--- src/rtl/divider_param.sv ---
// rtl/divider_param.sv - parametrised sequential restoring divider with Req/Done handshake
//
// Purpose: divides a WIDTH-bit dividend by a WIDTH-bit divisor, one quotient
// bit per clock. Reports divide-by-zero and can optionally do signed division.
// Optional feature macro: DIVIDER_SIGNED_EN (adds i_signed and the FIX state).
//
// Ports:
//   i_clock      system clock, rising edge
//   i_reset      asynchronous active-high reset
//   i_req        start request, accepted in IDLE or DONE
//   i_operand1   dividend, captured on acceptance
//   i_operand2   divisor, captured on acceptance
//   i_signed     (DIVIDER_SIGNED_EN only) 1 = two's-complement operands
//   o_busy       division in progress
//   o_done       valid result held
//   o_div_zero   result came from a zero divisor
//   o_quotient   registered quotient
//   o_remainder  registered remainder

module divider_param #(
  parameter int WIDTH = 8
) (
  input  logic             i_clock,
  input  logic             i_reset,
  input  logic             i_req,
  input  logic [WIDTH-1:0] i_operand1,
  input  logic [WIDTH-1:0] i_operand2,
`ifdef DIVIDER_SIGNED_EN
  input  logic             i_signed,
`endif
  output logic             o_busy,
  output logic             o_done,
  output logic             o_div_zero,
  output logic [WIDTH-1:0] o_quotient,
  output logic [WIDTH-1:0] o_remainder
);

  localparam int CW = $clog2(WIDTH);

`ifdef DIVIDER_SIGNED_EN
  typedef enum logic [1:0] {S_IDLE = 2'd0, S_CALC = 2'd1, S_FIX = 2'd2, S_DONE = 2'd3} state_t;
`else
  typedef enum logic [1:0] {S_IDLE = 2'd0, S_CALC = 2'd1, S_DONE = 2'd3} state_t;
`endif

  state_t           r_state;
  state_t           w_next_state;
  state_t           w_calc_exit;
  logic [CW-1:0]    r_count;
  logic [WIDTH-1:0] r_rem;       // partial remainder
  logic [WIDTH-1:0] r_dvd;       // dividend shifts out, quotient shifts in
  logic [WIDTH-1:0] r_dvs;
  logic             r_busy;
  logic             r_done;
  logic             r_div_zero;
  logic [WIDTH-1:0] r_quo_out;
  logic [WIDTH-1:0] r_rem_out;

  logic             w_accept;
  logic             w_zero;
  logic             w_last;
  logic [WIDTH:0]   w_shift;
  logic [WIDTH:0]   w_trial;
  logic             w_qbit;
  logic [WIDTH-1:0] w_rem_next;
  logic [WIDTH-1:0] w_dvd_next;
  logic [WIDTH-1:0] w_op1_mag;
  logic [WIDTH-1:0] w_op2_mag;

`ifdef DIVIDER_SIGNED_EN
  logic r_sgn;
  logic r_neg_q;
  logic r_neg_r;
  logic w_op1_neg;
  logic w_op2_neg;

  // Iterations always run on magnitudes; signs are re-applied in FIX.
  assign w_op1_neg   = i_signed & i_operand1[WIDTH-1];
  assign w_op2_neg   = i_signed & i_operand2[WIDTH-1];
  assign w_op1_mag   = w_op1_neg ? -i_operand1 : i_operand1;
  assign w_op2_mag   = w_op2_neg ? -i_operand2 : i_operand2;
  assign w_calc_exit = r_sgn ? S_FIX : S_DONE;
`else
  assign w_op1_mag   = i_operand1;
  assign w_op2_mag   = i_operand2;
  assign w_calc_exit = S_DONE;
`endif

  assign w_accept = i_req && ((r_state == S_IDLE) || (r_state == S_DONE));
  assign w_zero   = (i_operand2 == '0);
  assign w_last   = (r_count == '0);

  // Trial subtract at WIDTH+1 bits; the top bit is the borrow (negative result).
  assign w_shift    = {r_rem, r_dvd[WIDTH-1]};
  assign w_trial    = w_shift - {1'b0, r_dvs};
  assign w_qbit     = ~w_trial[WIDTH];
  assign w_rem_next = w_qbit ? w_trial[WIDTH-1:0] : w_shift[WIDTH-1:0];
  assign w_dvd_next = {r_dvd[WIDTH-2:0], w_qbit};

  always_ff @(posedge i_clock or posedge i_reset) begin
    if (i_reset) r_state <= S_IDLE;
    else         r_state <= w_next_state;
  end

  always_comb begin
    w_next_state = r_state;
    case (r_state)
      S_IDLE, S_DONE: if (w_accept) w_next_state = w_zero ? S_DONE : S_CALC;
      S_CALC:         if (w_last) w_next_state = w_calc_exit;
`ifdef DIVIDER_SIGNED_EN
      S_FIX:          w_next_state = S_DONE;
`endif
      default:        w_next_state = S_IDLE;
    endcase
  end

  always_ff @(posedge i_clock or posedge i_reset) begin
    if (i_reset) begin
      r_count    <= '0;
      r_rem      <= '0;
      r_dvd      <= '0;
      r_dvs      <= '0;
      r_busy     <= 1'b0;
      r_done     <= 1'b0;
      r_div_zero <= 1'b0;
      r_quo_out  <= '0;
      r_rem_out  <= '0;
`ifdef DIVIDER_SIGNED_EN
      r_sgn      <= 1'b0;
      r_neg_q    <= 1'b0;
      r_neg_r    <= 1'b0;
`endif
    end else begin
      case (r_state)
        S_IDLE, S_DONE: begin
          if (w_accept) begin
            r_rem   <= '0;
            r_dvd   <= w_op1_mag;
            r_dvs   <= w_op2_mag;
            r_count <= CW'(WIDTH - 1);
`ifdef DIVIDER_SIGNED_EN
            r_sgn   <= i_signed;
            r_neg_q <= w_op1_neg ^ w_op2_neg;
            r_neg_r <= w_op1_neg;
`endif
            if (w_zero) begin
              // Raw dividend is reported, regardless of signedness.
              r_quo_out  <= '1;
              r_rem_out  <= i_operand1;
              r_done     <= 1'b1;
              r_div_zero <= 1'b1;
              r_busy     <= 1'b0;
            end else begin
              r_done     <= 1'b0;
              r_div_zero <= 1'b0;
              r_busy     <= 1'b1;
            end
          end
        end
        S_CALC: begin
          r_rem   <= w_rem_next;
          r_dvd   <= w_dvd_next;
          r_count <= r_count - CW'(1);
          if (w_last && (w_calc_exit == S_DONE)) begin
            r_quo_out <= w_dvd_next;
            r_rem_out <= w_rem_next;
            r_busy    <= 1'b0;
            r_done    <= 1'b1;
          end
        end
`ifdef DIVIDER_SIGNED_EN
        S_FIX: begin
          r_quo_out <= r_neg_q ? -r_dvd : r_dvd;
          r_rem_out <= r_neg_r ? -r_rem : r_rem;
          r_busy    <= 1'b0;
          r_done    <= 1'b1;
        end
`endif
        default: begin
        end
      endcase
    end
  end

  assign o_busy      = r_busy;
  assign o_done      = r_done;
  assign o_div_zero  = r_div_zero;
  assign o_quotient  = r_quo_out;
  assign o_remainder = r_rem_out;

endmodule

--- config.mk ---
export PLATFORM = sky130hd
export DESIGN_NAME = divider_param
export DESIGN_NICKNAME = d
export VERILOG_FILES = /design/src/rtl/divider_param.sv
export SDC_FILE = /design/constraint.sdc
export NUM_CORES = 1
export LEC_CHECK = 0
export BUFFER_PORTS_ARGS = -buffer_cell sky130_fd_sc_hd__buf_4
export CORE_AREA = 2 2 76 78
export CTS_BUF_LIST = sky130_fd_sc_hd__clkbuf_4 sky130_fd_sc_hd__clkbuf_8
export CTS_CLUSTER_SIZE = 20
export DETAILED_ROUTE_END_ITERATION = 7
export DIE_AREA = 0 0 78 80
export GPL_TIMING_DRIVEN = 0
export PLACE_DENSITY_LB_ADDON = 0.12
export SYNTH_ARGS = -nofsm -noshare
export SYNTH_HDL_FRONTEND = slang
export SYNTH_SLANG_ARGS = --single-unit
--- constraint.sdc ---
create_clock -name i_clock -period 2.5 [get_ports i_clock]
set_input_delay 0.375 -clock i_clock [delete_from_list [all_inputs] [get_ports i_clock]]
set_output_delay 0.375 -clock i_clock [all_outputs]
set_load 0.1 [all_outputs]
# ---- Word level (Yosys, flattened, before mapping)
# Index checks and enable logic that the tools add are counted.
dict set report totals {
  ff_bits 48
  output_inout_bits 19
}
dict set report op_classes {
  n_addsub 2
  n_eq_ne 5
  muxes 27
  n_bitwise 1
  n_reduce_logical 12
}
# cell count
set ops {}
lappend ops {{two-way mux 8 bit} 9}
lappend ops {{case mux 8 bit (2 select lines)} 4}
lappend ops {{subtractor 9 x 8 -> 9 bit} 1}
lappend ops {{zero test 8 bit} 1}
lappend ops {{two-way mux 1 bit} 6}
lappend ops {{two-way mux 2 bit} 3}
lappend ops {{inequality test 2 bit (second input constant)} 3}
lappend ops {{case mux 3 bit (2 select lines)} 1}
lappend ops {{AND reduction 2 bit} 3}
lappend ops {{case mux 1 bit (2 select lines)} 2}
lappend ops {{case mux 2 bit (2 select lines)} 1}
lappend ops {{AND reduction 4 bit} 1}
lappend ops {{zero test 3 bit} 1}
lappend ops {{two-way mux 3 bit} 1}
lappend ops {{AND reduction 3 bit} 1}
lappend ops {{subtractor 3 x 1 -> 3 bit (second input constant)} 1}
lappend ops {{== test 2 x 1 -> 1 bit (second input constant)} 1}
lappend ops {{== test 2 bit (second input constant)} 1}
lappend ops {{zero test 2 bit} 1}
lappend ops {{nonzero test 2 bit} 1}
lappend ops {{OR reduction 2 bit} 1}
lappend ops {{logical AND 1 bit} 1}
lappend ops {{logical OR 1 bit} 1}
lappend ops {{inverter 1 bit} 1}

# ---- Logic depth before layout (Yosys ltp)
# Gate-level depths: netlist (run 1).
dict set report depth {
  word_depth 5
  ltp_mapped 11
  mapped_depth_nobuf 10
}

# ---- Worst setup path before layout (run 1)
# Ideal clock, no wire load.
dict set report synth_timing {
  kind {register to register}
  from {register r_dvd[7]}
  to {register r_rem_out[7], in the netlist o_remainder[7]}
  arrival_time_ns 2.181
  required_ns 2.359
  setup_slack_ns 0.177
  path_stages_with_launch 12
  path_buffers 1
  path_cell_list {dfrtp_1 inv_1 ha_1 inv_1 fa_1 a211oi_2 nor3_2 mux2_4 and2_4 buf_8 mux2i_1 a31oi_1}
}
dict set report synth_via {
  elab_chain_cells 4
}
# element line
set synth_rtl {}
lappend synth_rtl {{from (decl)} 51} ;# logic [WIDTH-1:0] r_dvd;
lappend synth_rtl {{from (signal assigned)} 138} ;# r_dvd <= w_op1_mag;
lappend synth_rtl {{from (signal assigned)} 162} ;# r_dvd <= w_dvd_next;
lappend synth_rtl {{subtractor 9 x 8 -> 9 bit} 95} ;# assign w_trial = w_shift - {1'b0, r_dvs};
lappend synth_rtl {{two-way mux 8 bit} 97} ;# assign w_rem_next = w_qbit ? w_trial[WIDTH-1:0] : w_shift[WIDTH-1:0];
lappend synth_rtl {{two-way mux 8 bit} 164} ;# if (w_last && (w_calc_exit == S_DONE)) begin
lappend synth_rtl {{case mux 8 bit (2 select lines)} 134} ;# case (r_state)
lappend synth_rtl {{to (signal assigned)} 149} ;# r_rem_out <= i_operand1;
lappend synth_rtl {{to (signal assigned)} 166} ;# r_rem_out <= w_rem_next;
lappend synth_rtl {{to (decl)} 57} ;# logic [WIDTH-1:0] r_rem_out;
# Every way passes these cells. The select of a mux whose other input is x is not followed.
# A chain may end at the register's enable or synchronous reset.

# ---- Final worst setup path (run 1)
dict set report layout_timing {
  from {register r_dvd[7]}
  to {register r_rem[1]}
}
dict set report layout_via {
  elab_chain_cells 3
}
# element line
set layout_rtl {}
lappend layout_rtl {{subtractor 9 x 8 -> 9 bit} 95}
lappend layout_rtl {{two-way mux 8 bit} 97}
lappend layout_rtl {{case mux 8 bit (2 select lines)} 134}
lappend layout_rtl {{to (signal assigned)} 161} ;# r_rem <= w_rem_next;
lappend layout_rtl {{to (decl)} 50} ;# logic [WIDTH-1:0] r_rem;
# Every way passes these cells.

==> results of run 1 <==
flip-flops by register name (all words and copies together) (netlist names):
name,cells
o_busy,1
r_dvs,8
o_quotient,8
r_rem,8
r_state,2
o_div_zero,1
o_remainder,8
o_done,1
r_count,3
r_dvd,8
layout make-up:
class,count,area [um^2],area share
plain buffers,9,53.8,0.0164
clock buffers,5,68.8,0.0209
clock inverters,3,42.5,0.0129
inverters,18,67.6,0.0206
multi-input cells,211,1430,0.436
flip-flops and latches,48,1200,0.366
well taps,72,90.1,0.0274
repair buffers,42,328,0.0998
placed cells by master (no fill, tap or decap), types with 5 or more instances in the layout:
| master | n |
|---|---|
| a21oi_1 | 27 |
| dfrtp_1 | 48 |
| clkbuf_8 | 5 |
| ha_1 | 11 |
| mux2_2 | 9 |
| mux2i_1 | 7 |
| o21ai_0 | 25 |
| o31ai_1 | 5 |
| inv_1 | 15 |
| o22ai_1 | 7 |
| nand2_1 | 31 |
| nand2b_1 | 7 |
| nor2_1 | 20 |
| buf_4 | 41 |
| a31oi_1 | 5 |
per-layer routing:
metal | up-vias | wire length (um) | GRT usage
li1 | 1114 | - | -
met1 | 1073 | 3080 | 0.304
met2 | 51 | 2800 | 0.344
met3 | 8 | 240 | 0.0362
met4 | 0 | 91 | 0.0772
met5 | - | 0 | 0
final timing paths:
check / from / to / depth (start not counted)
min in group i_clock: i_operand2[4] / r_dvs[4] / 2
max in group asynchronous: i_reset / o_remainder[6] / 3
setup reg to reg: r_dvd[7] / r_rem[1] / 10
setup / recovery: r_dvd[7] / r_rem[1] / 10
hold / removal: i_reset / r_rem[2] / 2
hold reg to reg: o_quotient[7] / o_quotient[7] / 2
repair_timing:
| item | 4_1_cts | 5_1_grt |
|---|---|---|
| setup buffers | 4 | 0 |
| endpoints found under the setup margin | 16 | 12 |
| resized for setup | 7 | 8 |
| hold buffers | 0 | 0 |
| cloned | 0 | 1 |
| pin swaps | 4 | 6 |
worst max-delay path: cells and delay by family, from the launching register on:
family | cells | cell delay (ns)
muxes | 2 | 0.50
and+or+nand+nor | 2 | 0.28
AOI/OAI and AO/OA | 2 | 0.46
adders and majority gates | 2 | 0.53
DFF | 1 | 0.41
buffers and inverters | 2 | 0.11
metrics by stage:
step                cell area [um^2]  setup WS (ns)  instances   util  setup TNS (ns)
CTS                             3250        0.00375        407  0.600               0
detailed placement              3090         -0.146        396  0.572           -1.13
finish                          3290          0.134        408  0.608               0
global route                    3290       -0.00429        408  0.608        -0.00429
floorplan                       2700          0.177        286      -               0
global placement                3070         -0.121        395  0.568          -0.688
kinds of logic after synthesis:
logic type,synth area share
AO/OA/AOI/OAI,0.205
XOR/XNOR,0.0130
adder cells (fa/ha/maj),0.0630
buffers and inverters,0.0505
flip-flops,0.445
multiplexers,0.0838
AND/OR/NAND/NOR,0.140
==> results.sh, run 1 <==
export IMPL_htree_levels=2
export IMPL_antenna_found_initial=0
export IMPL_chipHeight_um=80
export IMPL_ys_seq_area_frac=0.445
export IMPL_cp_required_ns=2.72
export IMPL_clk_pin_slew_ns=0.09
export IMPL_syn_area_mm2=0.00270
export IMPL_netlist_instances=286
export IMPL_cp_data_arrival_time_ns=2.59
export IMPL_drv_slew=0
export IMPL_avgRoutedWirePerCell_um=15.2
export IMPL_rows=27
export IMPL_root_buffer="clkbuf_8"
export IMPL_drv_cap=0
export IMPL_grt_use_total=0.218
export IMPL_area_growth_pct=21.6
export IMPL_syn_area_per_cell_um2=9.45
export IMPL_period_needed_ns=2.37
export IMPL_num_nets_final=367
export IMPL_n_antenna_cell=0
export IMPL_crit_chain="inv_1, ha_2, inv_2, fa_2, a211oi_2, nor3_2, mux2_4, and2_4, mux2i_2, o31ai_1"
export IMPL_synth_edf_count=0
export IMPL_dr_pass1_iters=4
export IMPL_grt_first_pass_wirelength_mm=10.6
export IMPL_clock_latency_ns=0.31
export IMPL_fillers=515
export IMPL_port_buffers=37
export IMPL_synth_common_cells="dfrtp_1 (48), nand2_1 (31), a21oi_1 (29)"
export IMPL_place_congestion=0.846
export IMPL_setup_viol=0
export IMPL_core_mm2=0.00541
export IMPL_period_share=0.946
export IMPL_slew_limit_headroom=0.563
export IMPL_whs_ns=0.105
export IMPL_final_hold_viol_count=0
export IMPL_synthFlopType="dfrtp_1"
export IMPL_grt_overflow=0
export IMPL_grt_pass1_vias=2151
export IMPL_vias=2246
export IMPL_cts_tree="yes"
export IMPL_dpl_hpwl_mm=4.70
export IMPL_rrSetupSlack_ns=0.13
export IMPL_synth_net_count=318
export IMPL_criticalPathCategory="reg2reg"
export IMPL_path_max_fanout=5
export IMPL_end_kind="register"
export IMPL_drtIter0Drc=136
export IMPL_vias_per_cell=5.50
export IMPL_drt_wl_total_mm=6.21
export IMPL_max_freq_ghz=0.423
export IMPL_worst_setup_path_start_kind="register"
export IMPL_ys_top_cells_by_area="dfrtp_1 (44%), ha_1 (5.6%), a21oi_1 (5.4%)"
export IMPL_yosysTopAreaCellShare=0.445
export IMPL_route_detailed_drc=0
export IMPL_cts_sinks=48
export IMPL_cts_buffers=5
export IMPL_yosysMostFrequentCell="dfrtp_1"
export IMPL_cts_path_max_buffers=2
export IMPL_ant_nets=0
export IMPL_max_slew_worst_pin_slew_ns=0.652
export IMPL_synth_distinct_cells=45
export IMPL_synth_seq_cells=48
export IMPL_die_area_mm2=0.00624
export IMPL_drive_above_1_share=0.259
export IMPL_fp_dieW_um=78
export IMPL_slowest_stage="dfrtp_1"
export IMPL_synth_top_area_cell="dfrtp_1"
export IMPL_hold_class="in2async"
export IMPL_slowest_delay_ns=0.41
export IMPL_async_flop_share=1.00
export IMPL_grt_max_degree=26
export IMPL_status="finished clean"
export IMPL_io_pins=38
export IMPL_initial_core_util=0.500
export IMPL_yosys_warnings=0
export IMPL_finClkSkew_ns=0.0104
Power of run 1 is not shown: default switching activity piles up to over one toggle a cycle in this logic, so the estimate is an artifact.
==> run 2, diff against run 1 <==
ABC_AREA = 1   (was not set)
CTS_BUF_LIST = sky130_fd_sc_hd__clkbuf_4   (was sky130_fd_sc_hd__clkbuf_4 sky130_fd_sc_hd__clkbuf_8)
==> run 2 against run 1 <==
Against the previous run:
- synthesized cell count increased by 29%
- clock skew down 0.00093 ns
- highest routed layer unchanged
- global-route usage is 1.3 points lower
- non-clock buffer count decreased by 2
==> results.sh, run 2 <==
export IMPL_synth_top_area_cell="dfrtp_1"
export IMPL_fin_ws_ns=0.431
export IMPL_finClkSkew_ns=0.00952
export IMPL_ant_nets=0
export IMPL_grt_max_degree=38
export IMPL_drive_above_1_share=0.157
export IMPL_post_cts_buffers=0
export IMPL_cts_buffers=5
export IMPL_port_buffers=37
export IMPL_cp_required_ns=2.77
export IMPL_chipHeight_um=80
export IMPL_slowest_delay_ns=0.40
export IMPL_num_nets_final=448
export IMPL_max_slew_worst_pin_slew_ns=0.460
export IMPL_max_freq_ghz=0.483
export IMPL_worst_setup_path_start_kind="register"
export IMPL_vias=2366
export IMPL_yosysTopAreaCellShare=0.434
export IMPL_synth_net_count=402
export IMPL_synth_seq_cells=48
export IMPL_path_max_fanout=9
export IMPL_grt_use_total=0.205
export IMPL_status="finished clean"
export IMPL_antenna_found_initial=0
export IMPL_criticalPathCategory="reg2reg"
export IMPL_synth_common_cells="nand2_1 (106), inv_1 (65), dfrtp_1 (48)"
export IMPL_clk_pin_slew_ns=0.14
export IMPL_cpMostUsedCell="nand2_1"
export IMPL_final_hold_viol_count=0
export IMPL_slowest_stage="dfrtp_1"
export IMPL_path_delay_family="simple AND/OR/NAND/NOR gates"
export IMPL_core_mm2=0.00541
export IMPL_fp_dieW_um=78
export IMPL_clock_latency_ns=0.36
export IMPL_die_area_mm2=0.00624
export IMPL_ys_top_cells_by_area="dfrtp_1 (43%), nand2_1 (14%), inv_1 (8.8%)"
export IMPL_vias_per_cell=4.86
export IMPL_rsz0062_at_grt="false"
export IMPL_ys_seq_area_frac=0.434
export IMPL_place_congestion=0.846
export IMPL_grt_first_pass_wirelength_mm=10.2
export IMPL_yosysMostFrequentCell="nand2_1"
export IMPL_route_detailed_drc=0
export IMPL_syn_area_mm2=0.00277
export IMPL_cts_path_max_buffers=2
export IMPL_fillers=511
export IMPL_dr_pass1_iters=4
export IMPL_grt_pass1_vias=2367
export IMPL_cts_tree="yes"
export IMPL_synth_edf_count=0
export IMPL_rows=27
export IMPL_layout_commonest_cell="nand2_1"
export IMPL_drt_wl_total_mm=5.54
export IMPL_layout_common_cells="nand2_1 (106), inv_1 (64), dfrtp_1 (48)"
export IMPL_drtIter0Drc=119
export IMPL_n_antenna_cell=0
export IMPL_tns_ns=0
export IMPL_htree_levels=2
export IMPL_cp_data_arrival_time_ns=2.34
export IMPL_avgRoutedWirePerCell_um=11.4
export IMPL_area_growth_pct=16.8
export IMPL_async_flop_share=1.00
export IMPL_hold_class="in2reg"
export IMPL_slew_limit_headroom=0.694
export IMPL_drv_slew=0
export IMPL_yosys_warnings=0
export IMPL_cts_sinks=48
export IMPL_whs_ns=0.226
export IMPL_synthFlopType="dfrtp_1"
export IMPL_synth_distinct_cells=27
export IMPL_syn_area_per_cell_um2=7.48
export IMPL_crit_buf_inv=3
export IMPL_end_kind="register"
export IMPL_cts_resized=0
export IMPL_cts_hold_buf=1
export IMPL_dp_slack_ns=0.465
export IMPL_grt_overflow=0
export IMPL_period_share=0.828
export IMPL_io_pins=38
export IMPL_initial_core_util=0.512
export IMPL_period_needed_ns=2.07
export IMPL_crit_chain="inv_1, ha_1, inv_1, fa_1, nand2_1, nand2_1, nand3_2, nand2_2, nand2_1, nand2_4, nand3_1, nand3_1, nand2_1, inv_1"
export IMPL_drv_cap=0
export IMPL_setup_viol=0
export IMPL_netlist_instances=370
export IMPL_dpl_hpwl_mm=4.41
export IMPL_root_buffer="clkbuf_4"
-- run 2: tightest hold or removal path: cells and delay by family --
| family | cells | cell delay (ns) |
|---|---|---|
| compound gates | 1 | 0.05 |
| buf+inv | 1 | 0.08 |
| simple gates | 1 | 0.04 |
-- run 2: final timing paths --
check                      depth (start not counted)  slack, ns             end     startpoint
setup / recovery                                  14       0.43  o_remainder[7]       r_dvd[7]
hold / removal                                     3       0.23        r_dvs[3]  i_operand2[3]
setup reg to reg                                  14       0.43  o_remainder[7]       r_dvd[7]
hold reg to reg                                    2       0.49          o_busy         o_busy
max in group asynchronous                          4       1.54        r_rem[2]        i_reset
min in group asynchronous                          3       0.48          o_busy        i_reset
-- run 2: per-stage QoR --
step | cell area, um^2 | util | std cells
floorplan | 2770 | - | 370
global placement | 3130 | 0.580 | 479
detailed placement | 3150 | 0.584 | 480
CTS | 3230 | 0.598 | 487
global route | 3230 | 0.598 | 487
finish | 3230 | 0.598 | 487
-- run 2: kinds of logic after synthesis --
logic type	count (synthesis)	share of synthesized area
compound gates	43	0.0864
xor+xnor	4	0.0127
fa+ha+maj	13	0.0615
buf+inv	78	0.113
flops	48	0.434
simple gates	184	0.292
-- run 2: final cells by class --
| type | count | area, um^2 | share of cell area |
|---|---|---|---|
| clock buffer | 5 | 37.5 | 0.0116 |
| sequential | 48 | 1200 | 0.372 |
| timing repair buffer | 39 | 308 | 0.0952 |
| inverter | 68 | 258 | 0.0798 |
| buffer | 10 | 55.1 | 0.0170 |
| tap | 72 | 90.1 | 0.0279 |
| clock inverter | 1 | 30.0 | 0.00929 |
| multi-input combinational | 244 | 1250 | 0.388 |
-- run 2: per-layer routing --
layer	GRT usage	wire length, um	vias to the layer above
li1	-	-	1238
met1	0.247	2630	1080
met2	0.371	2650	41
met3	0.0305	184	7
met4	0.0772	74	0
met5	0	0	-
Power of run 2 is left out for the same reason.
